**src/rtl/sram_arbiter.sv**
```systemverilog
// -----------------------------------------------------------------------------
// sram_arbiter
//
// Shares the single request port of the SRAM controller between N requesters
// (for example the SPI debug bridge and the pattern tester). One transaction
// is outstanding downstream at a time. Completion and read data are routed
// back to the requester that owns the transaction. A watchdog aborts any
// transaction that the controller never completes.
//
// Ports
//   clk             system clock (100 MHz domain)
//   reset_l         asynchronous assert, active-low reset
//   m_req[N]        per-requester request level
//   m_rh_wl[N]      per-requester direction (1 = read, 0 = write)
//   m_addr[N*AW]    packed addresses, requester i at [i*AW +: AW]
//   m_data_w[N*DW]  packed write data, requester i at [i*DW +: DW]
//   m_ack[N]        one-cycle completion pulse to the owner
//   m_err[N]        one-cycle abort pulse, coincident with m_ack
//   m_data_r[DW]    read data, valid while the owner's m_ack is high
//   sram_req/addr/rh_wl/data_w   registered request to the controller
//   sram_ack        controller acceptance/completion pulse
//   sram_data_r     controller read data
//   sram_data_r_en  read-data-valid pulse (same cycle as or after sram_ack)
//   grant[N]        one-hot current owner, 0 when idle
//   busy            high whenever the arbiter is not idle
// -----------------------------------------------------------------------------
module sram_arbiter #(
    parameter int N   = 2,
    parameter int AW  = 19,
    parameter int DW  = 8,
    parameter int TMO = 255
) (
    input  logic            clk,
    input  logic            reset_l,
    input  logic [N-1:0]    m_req,
    input  logic [N-1:0]    m_rh_wl,
    input  logic [N*AW-1:0] m_addr,
    input  logic [N*DW-1:0] m_data_w,
    output logic [N-1:0]    m_ack,
    output logic [N-1:0]    m_err,
    output logic [DW-1:0]   m_data_r,
    output logic            sram_req,
    output logic [AW-1:0]   sram_addr,
    output logic            sram_rh_wl,
    output logic [DW-1:0]   sram_data_w,
    input  logic            sram_ack,
    input  logic [DW-1:0]   sram_data_r,
    input  logic            sram_data_r_en,
    output logic [N-1:0]    grant,
    output logic            busy
);

    localparam int             IW    = (N > 2) ? 2 : 1;
    localparam logic [IW:0]    N_W   = (IW+1)'(N);
    localparam logic [7:0]     TMO_W = 8'(TMO);

    typedef enum logic [1:0] {
        IDLE   = 2'd0,
        ISSUE  = 2'd1,
        RDWAIT = 2'd2,
        DONE   = 2'd3
    } state_t;

    state_t          state_reg,     state_next;
    logic [IW-1:0]   last_reg,      last_next;
    logic [IW-1:0]   owner_reg,     owner_next;
    logic [N-1:0]    grant_reg,     grant_next;
    logic            sram_req_reg,  sram_req_next;
    logic [AW-1:0]   sram_addr_reg, sram_addr_next;
    logic            sram_rh_wl_reg, sram_rh_wl_next;
    logic [DW-1:0]   sram_data_w_reg, sram_data_w_next;
    logic [DW-1:0]   data_r_reg,    data_r_next;
    logic            err_reg,       err_next;
    logic [7:0]      cnt_reg,       cnt_next;

    // Per-requester views of the packed operand buses.
    logic [AW-1:0] addr_arr  [N];
    logic [DW-1:0] wdata_arr [N];

    for (genvar gi = 0; gi < N; gi++) begin : g_unpack
        assign addr_arr[gi]  = m_addr[gi*AW +: AW];
        assign wdata_arr[gi] = m_data_w[gi*DW +: DW];
    end

    // Round-robin pick: first set request scanning upward from last+1.
    // The loop walks offsets from far to near so the nearest candidate is
    // the final assignment and therefore wins.
    logic          pick_valid;
    logic [IW-1:0] pick_idx;
    logic [IW:0]   scan_sum;
    logic [IW-1:0] scan_cand;

    always_comb begin
        pick_valid = 1'b0;
        pick_idx   = '0;
        scan_sum   = '0;
        scan_cand  = '0;
        for (int off = N; off >= 1; off--) begin
            scan_sum = {1'b0, last_reg} + (IW+1)'(off);
            if (scan_sum >= N_W) begin
                scan_sum = scan_sum - N_W;
            end
            scan_cand = scan_sum[IW-1:0];
            if (m_req[scan_cand]) begin
                pick_valid = 1'b1;
                pick_idx   = scan_cand;
            end
        end
    end

    always_ff @(posedge clk or negedge reset_l) begin
        if (!reset_l) begin
            state_reg       <= IDLE;
            last_reg        <= IW'(N - 1);
            owner_reg       <= '0;
            grant_reg       <= '0;
            sram_req_reg    <= 1'b0;
            sram_addr_reg   <= '0;
            sram_rh_wl_reg  <= 1'b0;
            sram_data_w_reg <= '0;
            data_r_reg      <= '0;
            err_reg         <= 1'b0;
            cnt_reg         <= '0;
        end else begin
            state_reg       <= state_next;
            last_reg        <= last_next;
            owner_reg       <= owner_next;
            grant_reg       <= grant_next;
            sram_req_reg    <= sram_req_next;
            sram_addr_reg   <= sram_addr_next;
            sram_rh_wl_reg  <= sram_rh_wl_next;
            sram_data_w_reg <= sram_data_w_next;
            data_r_reg      <= data_r_next;
            err_reg         <= err_next;
            cnt_reg         <= cnt_next;
        end
    end

    always_comb begin
        state_next       = state_reg;
        last_next        = last_reg;
        owner_next       = owner_reg;
        grant_next       = grant_reg;
        sram_req_next    = sram_req_reg;
        sram_addr_next   = sram_addr_reg;
        sram_rh_wl_next  = sram_rh_wl_reg;
        sram_data_w_next = sram_data_w_reg;
        data_r_next      = data_r_reg;
        err_next         = err_reg;
        cnt_next         = cnt_reg;

        case (state_reg)
            IDLE: begin
                if (pick_valid) begin
                    owner_next           = pick_idx;
                    grant_next           = '0;
                    grant_next[pick_idx] = 1'b1;
                    sram_addr_next       = addr_arr[pick_idx];
                    sram_rh_wl_next      = m_rh_wl[pick_idx];
                    sram_data_w_next     = wdata_arr[pick_idx];
                    sram_req_next        = 1'b1;
                    // Cleared here so an aborted read returns zero data.
                    data_r_next          = '0;
                    err_next             = 1'b0;
                    cnt_next             = '0;
                    state_next           = ISSUE;
                end
            end

            ISSUE: begin
                cnt_next = cnt_reg + 8'd1;
                // A real acknowledge takes priority over a coincident timeout.
                if (sram_ack) begin
                    sram_req_next = 1'b0;
                    if (!sram_rh_wl_reg) begin
                        state_next = DONE;
                    end else if (sram_data_r_en) begin
                        data_r_next = sram_data_r;
                        state_next  = DONE;
                    end else begin
                        state_next = RDWAIT;
                    end
                end else if (cnt_reg == TMO_W) begin
                    sram_req_next = 1'b0;
                    err_next      = 1'b1;
                    state_next    = DONE;
                end
            end

            RDWAIT: begin
                cnt_next = cnt_reg + 8'd1;
                if (sram_data_r_en) begin
                    data_r_next = sram_data_r;
                    state_next  = DONE;
                end else if (cnt_reg == TMO_W) begin
                    err_next   = 1'b1;
                    state_next = DONE;
                end
            end

            DONE: begin
                last_next  = owner_reg;
                grant_next = '0;
                state_next = IDLE;
            end

            default: begin
                state_next = IDLE;
            end
        endcase
    end

    // Completion is a pure decode of DONE, so it lasts exactly one cycle.
    assign m_ack       = (state_reg == DONE) ? grant_reg : '0;
    assign m_err       = err_reg ? m_ack : '0;
    assign m_data_r    = data_r_reg;
    assign sram_req    = sram_req_reg;
    assign sram_addr   = sram_addr_reg;
    assign sram_rh_wl  = sram_rh_wl_reg;
    assign sram_data_w = sram_data_w_reg;
    assign grant       = grant_reg;
    assign busy        = (state_reg != IDLE);

endmodule
```
**config.mk**
```make
export PLATFORM = sky130hd
export DESIGN_NAME = sram_arbiter
export DESIGN_NICKNAME = d
export VERILOG_FILES = /design/src/rtl/sram_arbiter.sv
export SDC_FILE = /design/constraint.sdc
export NUM_CORES = 1
export LEC_CHECK = 0
export ABC_AREA = 1
export CORE_MARGIN = 1
export CORE_UTILIZATION = 25
export DETAILED_ROUTE_END_ITERATION = 7
export PLACE_DENSITY = 0.53
export SLEW_MARGIN = 5
export SYNTH_ARGS = -nofsm -noshare
export SYNTH_HDL_FRONTEND = slang
export SYNTH_SLANG_ARGS = --single-unit
```
**constraint.sdc**
```tcl
create_clock -name clk -period 4.5 [get_ports clk]
set_clock_uncertainty 0.2 [all_clocks]
set_input_delay 0.9 -clock clk [delete_from_list [all_inputs] [get_ports clk]]
set_output_delay 0.9 -clock clk [all_outputs]
set_load 0.05 [all_outputs]
```
==> metrics.txt <==
GPL Wtd Cong about 0.72; Unique masters post-synth 33; clock-pin slew of the registers on the worst-case setup and hold paths 0.09 ns; Yosys reg bits 52; max FFs per register 19; GRT Total Usage 13.0%; core area ~10,000 µm²; Clk pwr share about a tenth; setup repair bufs after CTS 0; WL/cell 12.6 µm; peak per-stage delay on the critical path 0.83 ns; Worst-Skew Late Latency 0.30 ns; Tcrit/Tclk final 71.8%; syn_area_per_cell 8.40 µm²; drt first-iter violations 129; post-cts sizing count 0; Final ANT Viol Nets 0; Least-Margin Pin Slew 0.663 ns; most frequent cells in the layout 112 x clkdlybuf4s50_1, 111 x nand2_1, 51 x dfrtp_1; Vias ~2,500; maximum vdd ir drop 0.299 mV; Synth warnings 0; crit-path cells inv_1 > ha_1 > inv_2 > clkdlybuf4s50_1; Pre-antenna DRT Iters 4; Rel. slew slack 55.8%; first-pass GRT wire length 11,800 µm; die area 11,400 µm²; status complete, no violations; register area share after synthesis 47.6%; Syn Inst Count 326; pwr dens approximately 720 nW/µm²; hold buffer count at cts 0; Leak 1.76 nW; Crit. End Element output pin; die width about 110 µm; commonest non-fill, non-tap cell in the layout clkdlybuf4s50_1; CTS tree done; delay-heaviest family, CP buffers and inverters; Netlist Area Pre-Place approximately 2700 µm²; Arr. time, crit path 2.13 ns; fin nets 509; Detail Placement HPWL 5350 µm; Final TNS setup 0 ns; via/cell ratio between 4 and 5; Die Y-Extent 107 µm; io pins approximately 110; DRC 0; Post-Route Utilization between 30% and 40%; RSZ-0062 raised after global routing no; min-delay worst type flop to flop; Post-Route WL 7180 µm; Antenna diodes 0; Initial Util 26.2%; Seq pwr share between 20% and 30%; H-tree depth 2; share of cells above drive strength 1 between 10% and 20%; Worst Path Buf+Inv 3; ys async rst share 100%; sw frac 51.7%; minimum clock period 3.23 ns; Critical Path Fanout Max 5; crit path launch type flop; root buf cell clkbuf_8; slowest stage cell, crit path clkdlybuf4s50_1; WHS 0.283 ns; NetSw 1.51 mW; Pwr Total 2.92 mW; Combinational Power Share 62.9%; area delta synth->final 47.5%; Max Clk Rate 0.310 GHz; max-cap violation count 0; CP Data Required Time 3.40 ns; CP Class flop to output pin; Slew Limit Fails 0; largest net degree at the start of global routing 43; grt total ovfl 0; Hold Fails Final Rpt 0; Synth Flop Type dfrtp_1; syn_nets 402; EDFF count, synth 0; Rows 37; initial antenna violation count 0; Internal 1.41 mW; final setup violation count 0; number of global-route vias before repair 2,447; Max clock buf depth 2; cts bufs inserted 5; Port Buf Inserts around 110; total clock sinks 52
## worst min-delay path, cell delays in order (launching register included)
cell     delay (ns)
dfrtp_1        0.36
nand2_1        0.06
nand2_1        0.04
## through the flow
step	area, µm²	setup slack (ns)	instances
after floorplan	2740	1.91	326
after global placement	3950	1.51	562
after detailed placement	3950	1.49	562
after CTS	4040	1.25	570
after global routing	4040	1.16	570
final	4040	1.27	570
## cells in the mapped netlist (2+ instances only)
| cell | instances | area [µm²] |
|---|---|---|
| a21oi_2 | 2 | 17.5 |
| a22oi_1 | 6 | 45.0 |
| a31oi_1 | 11 | 68.8 |
| a31oi_2 | 9 | 113 |
| buf_2 | 7 | 35.0 |
| buf_6 | 4 | 45.0 |
| dfrtp_1 | 51 | 1280 |
| ha_1 | 6 | 75.1 |
| inv_1 | 27 | 101 |
| inv_2 | 3 | 11.3 |
| nand2_1 | 111 | 417 |
| nand2_2 | 5 | 31.3 |
| nand3_1 | 12 | 60.1 |
| nand4_1 | 6 | 37.5 |
| nor2_1 | 20 | 75.1 |
| nor2_2 | 9 | 56.3 |
| o21ai_0 | 8 | 40.0 |
| o21ai_1 | 12 | 60.1 |
| o21ai_2 | 2 | 17.5 |
| o22ai_1 | 2 | 12.5 |
## kinds of logic after synthesis
logic type | Yosys count | share of synthesized area (%)
buf+inv | 45 | 7.82
flops | 52 | 47.6
fa+ha+maj | 6 | 2.74
compound gates | 54 | 14.3
simple gates | 169 | 27.6
## final cells by class
type | count | area [µm²]
Fill cell | 1104 | 6420
Sequential cell | 52 | 1300
Multi-Input combinational cell | 229 | 1220
Timing Repair Buffer | 114 | 1130
Tap cell | 136 | 170
Inverter | 31 | 119
Clock buffer | 6 | 82.6
Clock inverter | 2 | 10.0
## path summary, 6_finish.rpt
check                                    startpoint                   endpoint  slack (ns)  cells past startpoint
hold / removal                owner_reg$_DFFE_PN0P_      owner_reg$_DFFE_PN0P_        0.28                      2
min in group asynchronous                   reset_l     sram_rh_wl$_DFFE_PN0P_        0.40                      1
setup reg to reg           state_reg[0]$_DFFE_PN0P_  sram_addr[13]$_DFFE_PN0P_        2.25                      8
hold reg to reg               owner_reg$_DFFE_PN0P_      owner_reg$_DFFE_PN0P_        0.28                      2
setup / recovery           state_reg[0]$_DFFE_PN0P_                       busy        1.27                      4
max in group asynchronous                   reset_l       last_reg$_DFFE_PN1P_        2.88                      2
## routing by layer
layer / track usage [%] / part of all wire, % / up-vias
met4: 3.23 / 0.61 / 0
met1: 15.8 / 45 / 1125
li1: - / - / 1270
met5: 0 / 0 / -
met2: 22.2 / 46 / 78
met3: 4.01 / 8.2 / 5
## power by group through the flow
stage	Clock (mW)	Combinational, mW	Sequential [mW]
detailed placement	0	1.85	0.814
global route	0.305	1.99	0.838
finish	0.278	1.84	0.808
CTS	0.291	1.85	0.811
global placement	0	1.84	0.820
floorplan	0	0.772	1.37
Note: power is estimated with default switching activity, not from simulation.
